--- src/rtl/g2b_pkg.sv ---
// Shared constants and helpers for the Gray-to-binary stream decoder.
// Functions work on a fixed FN_W-bit container; callers zero-extend narrower words.
package g2b_pkg;

    localparam int WIDTH_DEF = 4;
    localparam int CNT_W_DEF = 8;
    localparam int FN_W      = 64;

    localparam logic [CNT_W_DEF-1:0] CNT_MAX = '1;

    // Zero-extension is harmless here: leading zeros leave the prefix XOR unchanged.
    function automatic logic [FN_W-1:0] gray2bin(input logic [FN_W-1:0] g);
        logic [FN_W-1:0] b;
        logic            run;
        b   = '0;
        run = 1'b0;
        for (int i = FN_W - 1; i >= 0; i--) begin
            run  = run ^ g[i];
            b[i] = run;
        end
        return b;
    endfunction

    function automatic int unsigned popcount(input logic [FN_W-1:0] v);
        int unsigned cnt;
        cnt = 0;
        for (int i = 0; i < FN_W; i++) begin
            cnt = cnt + 32'(v[i]);
        end
        return cnt;
    endfunction

endpackage

--- src/rtl/gray2bin_comb.sv ---
// Combinational Gray-to-binary decode: each binary bit is the XOR of all
// Gray bits at or above its position.
module gray2bin_comb #(
    parameter int WIDTH = 4
) (
    input  logic [WIDTH-1:0] gray,
    output logic [WIDTH-1:0] bin
);

    always_comb begin
        logic run;
        bin = '0;
        run = 1'b0;
        for (int i = WIDTH - 1; i >= 0; i--) begin
            run    = run ^ gray[i];
            bin[i] = run;
        end
    end

endmodule

--- src/rtl/gray2bin_stream.sv ---
// Streaming Gray-to-binary decoder with a single valid/ready register stage.
// Define G2B_STEP_CHECK_EN to build the single-bit-step checker and error counter.
module gray2bin_stream
    import g2b_pkg::*;
#(
    parameter int WIDTH = WIDTH_DEF,
    parameter int CNT_W = CNT_W_DEF
) (
    input  logic             clk,
    input  logic             rst_n,
    input  logic             in_valid,
    output logic             in_ready,
    input  logic [WIDTH-1:0] in_gray,
    output logic             out_valid,
    input  logic             out_ready,
    output logic [WIDTH-1:0] out_bin,
    output logic             step_err,
    output logic [CNT_W-1:0] err_cnt
);

    logic             acc;
    logic [WIDTH-1:0] bin_p0;

    // No skid buffer: the stage frees up in the same cycle the consumer takes it.
    assign in_ready = ~out_valid | out_ready;
    assign acc      = in_valid & in_ready;

    gray2bin_comb #(
        .WIDTH(WIDTH)
    ) u_decode (
        .gray(in_gray),
        .bin (bin_p0)
    );

    // Stage p0 -> p1: output register; a held word changes only on a new accept.
    always_ff @(posedge clk or negedge rst_n) begin
        if (!rst_n) begin
            out_valid <= 1'b0;
            out_bin   <= '0;
        end else if (acc) begin
            out_valid <= 1'b1;
            out_bin   <= bin_p0;
        end else if (out_ready) begin
            out_valid <= 1'b0;
        end
    end

`ifdef G2B_STEP_CHECK_EN
    logic [WIDTH-1:0] prev_gray;
    logic             hist_vld;
    logic             step_bad_p0;

    // A repeated word has zero differing bits and counts as illegal too.
    assign step_bad_p0 = hist_vld &&
                         (popcount(FN_W'(in_gray ^ prev_gray)) != 32'd1);

    always_ff @(posedge clk or negedge rst_n) begin
        if (!rst_n) begin
            prev_gray <= '0;
            hist_vld  <= 1'b0;
            step_err  <= 1'b0;
            err_cnt   <= '0;
        end else if (acc) begin
            prev_gray <= in_gray;
            hist_vld  <= 1'b1;
            step_err  <= step_bad_p0;
            if (step_bad_p0 && (err_cnt != {CNT_W{1'b1}})) begin
                err_cnt <= err_cnt + {{(CNT_W-1){1'b0}}, 1'b1};
            end
        end
    end
`else
    assign step_err = 1'b0;
    assign err_cnt  = '0;
`endif

endmodule
--- config.mk ---
export PLATFORM = sky130hd
export DESIGN_NAME = gray2bin_stream
export DESIGN_NICKNAME = d
export VERILOG_FILES = /design/src/rtl/g2b_pkg.sv /design/src/rtl/gray2bin_comb.sv /design/src/rtl/gray2bin_stream.sv
export SDC_FILE = /design/constraint.sdc
export NUM_CORES = 1
export LEC_CHECK = 0
export BUFFER_PORTS_ARGS = -buffer_cell sky130_fd_sc_hd__buf_4
export CORE_AREA = 2 2 39 41
export DETAILED_ROUTE_END_ITERATION = 7
export DIE_AREA = 0 0 41 43
export GPL_TIMING_DRIVEN = 0
export PLACE_DENSITY = 0.51
export SKIP_CTS_REPAIR_TIMING = 1
export SLEW_MARGIN = 10
export SYNTH_ARGS = -nofsm -noshare
export SYNTH_HDL_FRONTEND = slang
export SYNTH_SLANG_ARGS = --single-unit
--- constraint.sdc ---
create_clock -name clk -period 0.94 [get_ports clk]
set_input_delay 0.141 -clock clk [delete_from_list [all_inputs] [get_ports clk]]
set_output_delay 0.141 -clock clk [all_outputs]
set_load 0.02 [all_outputs]
; Word-level counts from Yosys, hierarchy flattened
; Index checks and enable logic that the tools add are counted.
; Widths: inputs -> output; s select.
[op_classes]
reduce_logical = 1
n_mux = 2
bitwise_logic = 6
[op_table]
columns = op, count
row1 = $xor 1x1->1, 3
row2 = $mux 1, 2
row3 = $reduce_bool 2->1, 1
row4 = $and 1x1->1, 1
row5 = $not 1->1, 1
row6 = $or 1x1->1, 1
[totals]
output_inout_bits = 15
input_bits = 8
word_cells = 11
regBits = 5

; Logic depth before layout (Yosys ltp)
; Gate-level depths: netlist of the first run.
[depth]
ltp_word = 4
mapped_depth = 3
mapped_depth_nobuf = 3

; By module
; From an unflattened synthesis of the first run, not the netlist that was laid out.
[hier_totals]
hier_cells = 27
area_unflattened_um2 = 339.1
[by_module_without_submodules]
columns = mod, area_per_inst_um2, n_inst, cells_per_inst, seq_area_each_um2
row1 = gray2bin_stream, 289.0, 1, 22, 125.1
row2 = gray2bin_comb, 50.0, 1, 5, 0.0

; Worst setup path before layout of the first run
; No wires, ideal clock.
[synth_path]
path_kind = register to register
startpoint = register out_valid
endpoint = register out_bin[0]
path_buffers = 0
t_arrival_ps = 1170
required_time_ps = 815
period_less_slack_ps = 1295
path_stages_with_launch = 4
setup_slack_ps = -355
setup_ps = 125
cell_sequence = dfrtp_1 -> nand2b_1 -> nand2_1 -> mux2_2
[synth_via]
elab_chain_len = 3
[synth_rtl]
columns = item, line_no
row1 = start: declaration, gray2bin_stream.sv:14  ; output logic out_valid,
row2 = start signal: assignment, gray2bin_stream.sv:38  ; out_valid <= 1'b0;
row3 = start signal: assignment, gray2bin_stream.sv:41  ; out_valid <= 1'b1;
row4 = start signal: assignment, gray2bin_stream.sv:44  ; out_valid <= 1'b0;
row5 = $not 1->1, gray2bin_stream.sv:25  ; assign in_ready = ~out_valid | out_ready;
row6 = $or 1x1->1, gray2bin_stream.sv:25
row7 = net in_ready, gray2bin_stream.sv:12  ; output logic in_ready,
row8 = $and 1x1->1, gray2bin_stream.sv:26  ; assign acc = in_valid & in_ready;
row9 = end signal: assignment, gray2bin_stream.sv:42  ; out_bin <= bin_p0;
row10 = end: declaration, gray2bin_stream.sv:16  ; output logic [WIDTH-1:0] out_bin,
; The timed path passes the listed nets, and every way through them passes these cells.
; A chain may end at the register's enable or synchronous reset.

; Final worst setup path of the first run
[layout_path]
startpoint = register out_valid
endpoint = output in_ready
[layout_via]
elab_chain_len = 2
[layout_rtl]
columns = item, line_no
row1 = $not 1->1, gray2bin_stream.sv:25
row2 = $or 1x1->1, gray2bin_stream.sv:25
row3 = end: declaration, gray2bin_stream.sv:12
; Every way passes these cells.

==> results of run 1 <==
[routing by layer]
metal,up-vias,GRT usage,routed length (microns)
li1,117,-,-
met1,96,0.0388,170
met2,16,0.0875,259
met3,0,0.0628,100
met4,0,0.0400,0
met5,-,0,0
[placed cells by master (no fill, tap or decap)]
master and count:
buf_6 2, mux2_4 2, nand2b_1 1, dlygate4sd3_1 1, dfrtp_1 4, xnor2_1 2, nand2b_4 1, xor2_1 1
dfrtp_2 1, xor2_2 1, nand2_4 1, clkbuf_1 1, mux2_2 2, buf_4 21, conb_1 9, clkbuf_4 3
[power by group]
| group | leakage (uW) | total, uW | switching, uW | internal (uW) |
|---|---|---|---|---|
| clock | 0.0000150 | 250 | 89.1 | 161 |
| sequential | 0.0000568 | 282 | 23.5 | 258 |
| combinational | 0.000209 | 334 | 153 | 181 |
| total | 0.000281 | 865 | 266 | 600 |
[worst reg2reg max path, delay by kind of cell, from the launching register on]
kind	cells	cell delay (ns)
multiplexers	1	0.30
AND/OR/NAND/NOR	2	0.16
flip-flops	1	0.41
[Yosys cell counts]
cell type / n / area (sq um)
buf_4: 9 / 67.6
conb_1: 1 / 3.75
dfrtp_1: 5 / 125
mux2_1: 2 / 22.5
mux2_2: 2 / 22.5
nand2_1: 1 / 3.75
nand2b_1: 2 / 12.5
xnor2_1: 2 / 17.5
xor2_1: 1 / 8.76
xor2_2: 1 / 16.3
[final cells by class]
type / count / area share
Buffer: 9 / 0.129
Clock buffer: 4 / 0.0502
Multi-Input combinational cell: 20 / 0.306
Sequential cell: 5 / 0.242
Tap cell: 16 / 0.0383
Timing Repair Buffer: 15 / 0.234
[logic make-up after synthesis]
family,Yosys count
multiplexers,4
AND/OR/NAND/NOR,3
other,1
flip-flops,5
XOR/XNOR,4
buffers and inverters,9
[worst paths after layout]
check,startpoint,to,slack (ns)
setup / recovery,out_valid,in_ready,-0.07
hold / removal,in_valid,out_valid,0.12
setup reg to reg,out_valid,out_bin[3],-0.06
hold reg to reg,out_bin[1],out_bin[1],0.50
max in group asynchronous,rst_n,out_valid,0.59
min in group asynchronous,rst_n,out_valid,0.23
[flip-flops by register name (all words and copies together) (netlist names)]
name / flops
out_bin: 4
out_valid: 1
[metrics by stage]
step                      setup TNS, ns  utilization  hold WS (ns)  std cells  total power, uW
final                            -0.299        0.378         0.119         69              865
after global routing             -0.458        0.378         0.139         69              923
after CTS                        -0.339        0.360        -0.313         67              851
after detailed placement         -0.185        0.341       -0.0534         63              594
after global placement           -0.168        0.341       -0.0517         63              592
after floorplan                  -0.510            -        -0.155         34              481
==> impl_metrics.py, run 1 <==
metrics = {
    "clock_tree": {
        "clockBufferDepth": 2,
        "cts_inserted_buffers": 3,
        "tritoncts": "done",
        "cts_num_sinks": 5,
        "cts_root_buffer": "clkbuf_4",
        "cts_max_level": 1,
        "clk_latency_ns": 0.24,
        "path_clk_slew_ns": 0.05,
    },
    "grt": {
        "grt_use_total": 0.0584,
        "antenna_found_initial": 0,
        "grt_max_degree": 6,
        "grt-ovfl-total": 0,
        "grt_pass1_wl_microns": 614,
        "grt_pass1_vias": 174,
    },
    "place": {
        "dp_hpwl_microns": 434,
        "placed_area_sq_um": 472,
        "portBuffers": 13,
        "preCtsSetupSlack_ns": -0.0474,
        "gp_congestion": 0.532,
    },
    "floorplanning": {
        "coreArea_sq_um": 1380,
        "fp.dieW_microns": 41,
        "ioPinCount": 23,
        "die_y_microns": 43,
        "fp-row-count": 14,
        "start_util": 0.217,
        "dieArea_sq_um": 1760,
    },
    "drt": {
        "wl_microns": 530,
        "drtIter0Drc": 1,
        "post_drt_wl_per_cell_microns": 7.68,
        "route.detailed.drc": 0,
        "ant_nets": 0,
        "dr.pass1.iters": 2,
        "vias": 229,
        "vias_per_cell": 3.32,
    },
    "pwr": {
        "leakage_uw": 0.000281,
        "powerDensity_nw_per_um2": 1650,
        "max-vdd-ir-drop_v": 0.000566,
    },
    "final_layout": {
        "fin_area_sq_um": 523,
        "multi_input_area_sq_um": 160,
        "seq_area_sq_um": 126,
        "area_delta_synth_final_pct": 74.2,
        "fillers": 143,
        "antenna_cells": 0,
        "nets": 62,
        "final_layout_size_suffix_gt1_frac": 0.642,
    },
    "setup_path": {
        "cpLargestDelayFamily": "flip-flops",
        "crit_type": "flop to primary output",
        "rr_worst_depth": 3,
        "cp_slowest_stage_delay_ns": 0.41,
        "cp.required_ns": 0.80,
        "endpoint_kind": "primary output",
        "critical_path_arrival_ns": 0.87,
        "crit_slowest_cell": "dfrtp_2",
        "path_max_fanout": 3,
        "cp.buffers_inverters": 1,
        "cp.depth": 2,
        "startpoint_type": "flop",
        "path_cells": "nand2b_4, buf_6",
    },
    "synthesis": {
        "synth-seq-area-share": 0.417,
        "yosys.area_share.simple": 0.0542,
        "avgSynthCellArea_sq_um": 11.5,
        "synth_adder_area_share": 0,
        "synth-xor-area-share": 0.142,
        "synthMuxAreaShare": 0.150,
        "synth.distinct_cells": 10,
        "syn_area_sq_um": 300,
        "synth_compound_area_frac": 0,
        "yosys_warnings": 0,
        "synthCells": 26,
        "ys_ff_latch": 5,
        "synth_top_family_by_area": "buffers and inverters",
    },
    "timing": {
        "fin_worst_skew_ns": 0.00501,
        "finalMaxSlewViolations": 0,
        "worst_slack_ns": -0.0690,
        "rsz0062_at_grt": "true",
        "fin_crit_sh": 1.07,
        "finalCriticalPeriod_ns": 1.01,
        "setup_viol": 6,
        "fmaxAchievable_mhz": 991,
        "finalHoldViolations": 0,
    },
    "status": {
        "violations": "negative setup slack",
        "status": "finished, violations left",
    },
    "flow_run": {
        "drv_cap": 0,
    },
    "hold_path": {
        "hold_path.class": "input pin to flop",
        "hold_depth": 2,
    },
}
Note: power is estimated with default switching activity, not from simulation.
==> run 2: changes to the inputs <==
--- a/config.mk
+++ b/config.mk
@@ -10,7 +10,7 @@
 export DETAILED_ROUTE_END_ITERATION = 7
 export DIE_AREA = 0 0 41 43
 export GPL_TIMING_DRIVEN = 0
-export PLACE_DENSITY = 0.51
+export PLACE_DENSITY = 0.49
 export SKIP_CTS_REPAIR_TIMING = 1
 export SLEW_MARGIN = 10
 export SYNTH_ARGS = -nofsm -noshare
==> constraint.sdc (replaced) <==
create_clock -name clk -period 1.3 [get_ports clk]
set_input_delay 0.195 -clock clk [delete_from_list [all_inputs] [get_ports clk]]
set_output_delay 0.195 -clock clk [all_outputs]
set_load 0.02 [all_outputs]
==> run 2 against run 1 <==
  * The run now ends clean
  * Die area unchanged
  * Sequential share of layout area is 1.7 points higher
  * Utilization down 2.8 points
  * Hold slack gained 0.035 ns
  * Register-to-register slack better by 0.26 ns
  * Largest power group unchanged
  * Power fell by 32%
  * Sequential cell count unchanged
  * Combinational power down 37%
  * Final area down 7.4%
  * Non-clock buffer count down 1
  * Highest routed layer is now met4
==> impl_metrics.py, run 2 (synthesized netlist as in run 1, its figures left out) <==
metrics = {
    "drt": {
        "vias": 222,
        "wl_microns": 464,
        "dr.pass1.iters": 2,
        "drtIter0Drc": 3,
        "route.detailed.drc": 0,
        "vias_per_cell": 3.26,
        "post_drt_wl_per_cell_microns": 6.82,
        "ant_nets": 0,
    },
    "final_layout": {
        "final_layout_size_suffix_gt1_frac": 0.538,
        "mostFrequentLayoutCell": "buf_4",
        "max_flop_register": "out_bin",
        "fillers": 154,
        "most-common-layout-cells": "22 x buf_4, 9 x conb_1, 5 x dfrtp_1",
        "area_delta_synth_final_pct": 61.2,
        "antenna_cells": 0,
        "nets": 61,
        "largest_reg_flops": 4,
        "reg.largest.list": "out_bin (4), out_valid (1)",
    },
    "pwr": {
        "max-vdd-ir-drop_v": 0.000487,
        "leakage_uw": 0.000256,
        "power_uw": 589,
        "powerDensity_nw_per_um2": 1220,
    },
    "hold_path": {
        "hold_path.class": "input pin to flop",
        "min_to": "out_valid",
        "hold_path_startpoint": "in_valid",
        "hold_depth": 2,
    },
    "timing": {
        "finalCriticalPeriod_ns": 1.10,
        "setup_viol": 0,
        "finalHoldViolations": 0,
        "fin_worst_skew_ns": 0.00480,
        "fmaxAchievable_mhz": 912,
        "tns_ns": 0,
        "fin_crit_sh": 0.844,
        "rsz0062_at_grt": "false",
        "finalMaxSlewViolations": 0,
    },
    "floorplanning": {
        "fp.dieW_microns": 41,
        "dieArea_sq_um": 1760,
        "die_y_microns": 43,
        "start_util": 0.217,
        "fp-row-count": 14,
        "coreArea_sq_um": 1380,
        "ioPinCount": 23,
    },
    "setup_path": {
        "reg2reg_to": "out_bin[3]",
        "crit_type": "flop to flop",
        "cp.depth": 3,
        "rr_worst_depth": 3,
        "cp.buffers_inverters": 0,
        "startpoint_type": "flop",
        "rrSetupSlack_ns": 0.20,
        "critical_path_arrival_ns": 1.22,
        "crit_slowest_cell": "dfrtp_1",
        "path_cells": "nand2b_1, nand2_1, mux2_1",
        "path_max_fanout": 4,
        "cp_slowest_stage_delay_ns": 0.37,
        "endpoint_kind": "flop",
        "cp.required_ns": 1.42,
        "cpLargestDelayFamily": "flip-flops",
        "worstReg2RegStart": "out_valid",
    },
    "grt": {
        "grt_max_degree": 6,
        "antenna_found_initial": 0,
        "grt-ovfl-total": 0,
        "grt_pass1_vias": 185,
        "grt_use_total": 0.0719,
        "grt_pass1_wl_microns": 738,
    },
    "clock_tree": {
        "cts_max_level": 1,
        "cts_inserted_buffers": 3,
        "cts_root_buffer": "clkbuf_4",
        "tritoncts": "done",
        "clk_latency_ns": 0.24,
        "path_clk_slew_ns": 0.04,
        "cts_num_sinks": 5,
        "clockBufferDepth": 2,
    },
    "place": {
        "gp_congestion": 0.654,
        "portBuffers": 13,
    },
    "status": {
        "status": "finished, final reports clean",
    },
    "flow_run": {
        "drv_cap": 0,
    },
}
-- run 2: cell types whose count changed in the layout (fill, tap and decap cells not counted), sizes merged --
cell and delta:
buf -1
-- run 2: worst max-delay path by stage --
stage | start | end
finish | out_valid | out_bin[3]
global route | out_valid | out_bin[3]
CTS | out_valid | out_bin[3]
detailed placement | out_ready | out_bin[1]
global placement | out_ready | out_bin[1]
floorplan | out_valid | out_bin[0]
-- run 2: area by class of cell --
type,count,area (sq um),share of cell area
flip-flops and latches,5,125,0.258
well taps,16,20.0,0.0413
multi-input cells,20,138,0.284
clock buffers,4,26.3,0.0543
repair buffers,14,108,0.222
plain buffers,9,67.6,0.140
-- run 2: stage by stage --
step	instance area [sq um]	cells	hold WS, ns	utilization	setup slack, ns
detailed placement	448	63	-0.000899	0.324	0.178
floorplan	330	34	-0.101	-	0.00529
global placement	448	63	0.000629	0.324	0.182
CTS	474	67	-0.266	0.343	0.198
finish	484	68	0.154	0.350	0.203
global route	484	68	0.158	0.350	0.125
-- run 2: worst register-to-register path, stage by stage (launching register included) --
cell and delay [ns]:
dfrtp_1 0.37, nand2b_1 0.11, nand2_1 0.15, mux2_1 0.34
-- run 2: where the power goes --
group | total (uW) | internal [uW] | switching (uW)
Sequential | 200 | 186 | 13.9
Clock | 179 | 116 | 63.3
Combinational | 209 | 104 | 105
-- run 2: per-layer routing --
layer | vias up | share of wire | track usage
met5 | - | 0 | 0
met4 | 0 | 0.037 | 0.0600
met3 | 5 | 0.20 | 0.0785
met2 | 16 | 0.37 | 0.0813
met1 | 86 | 0.40 | 0.0695
li1 | 115 | - | -
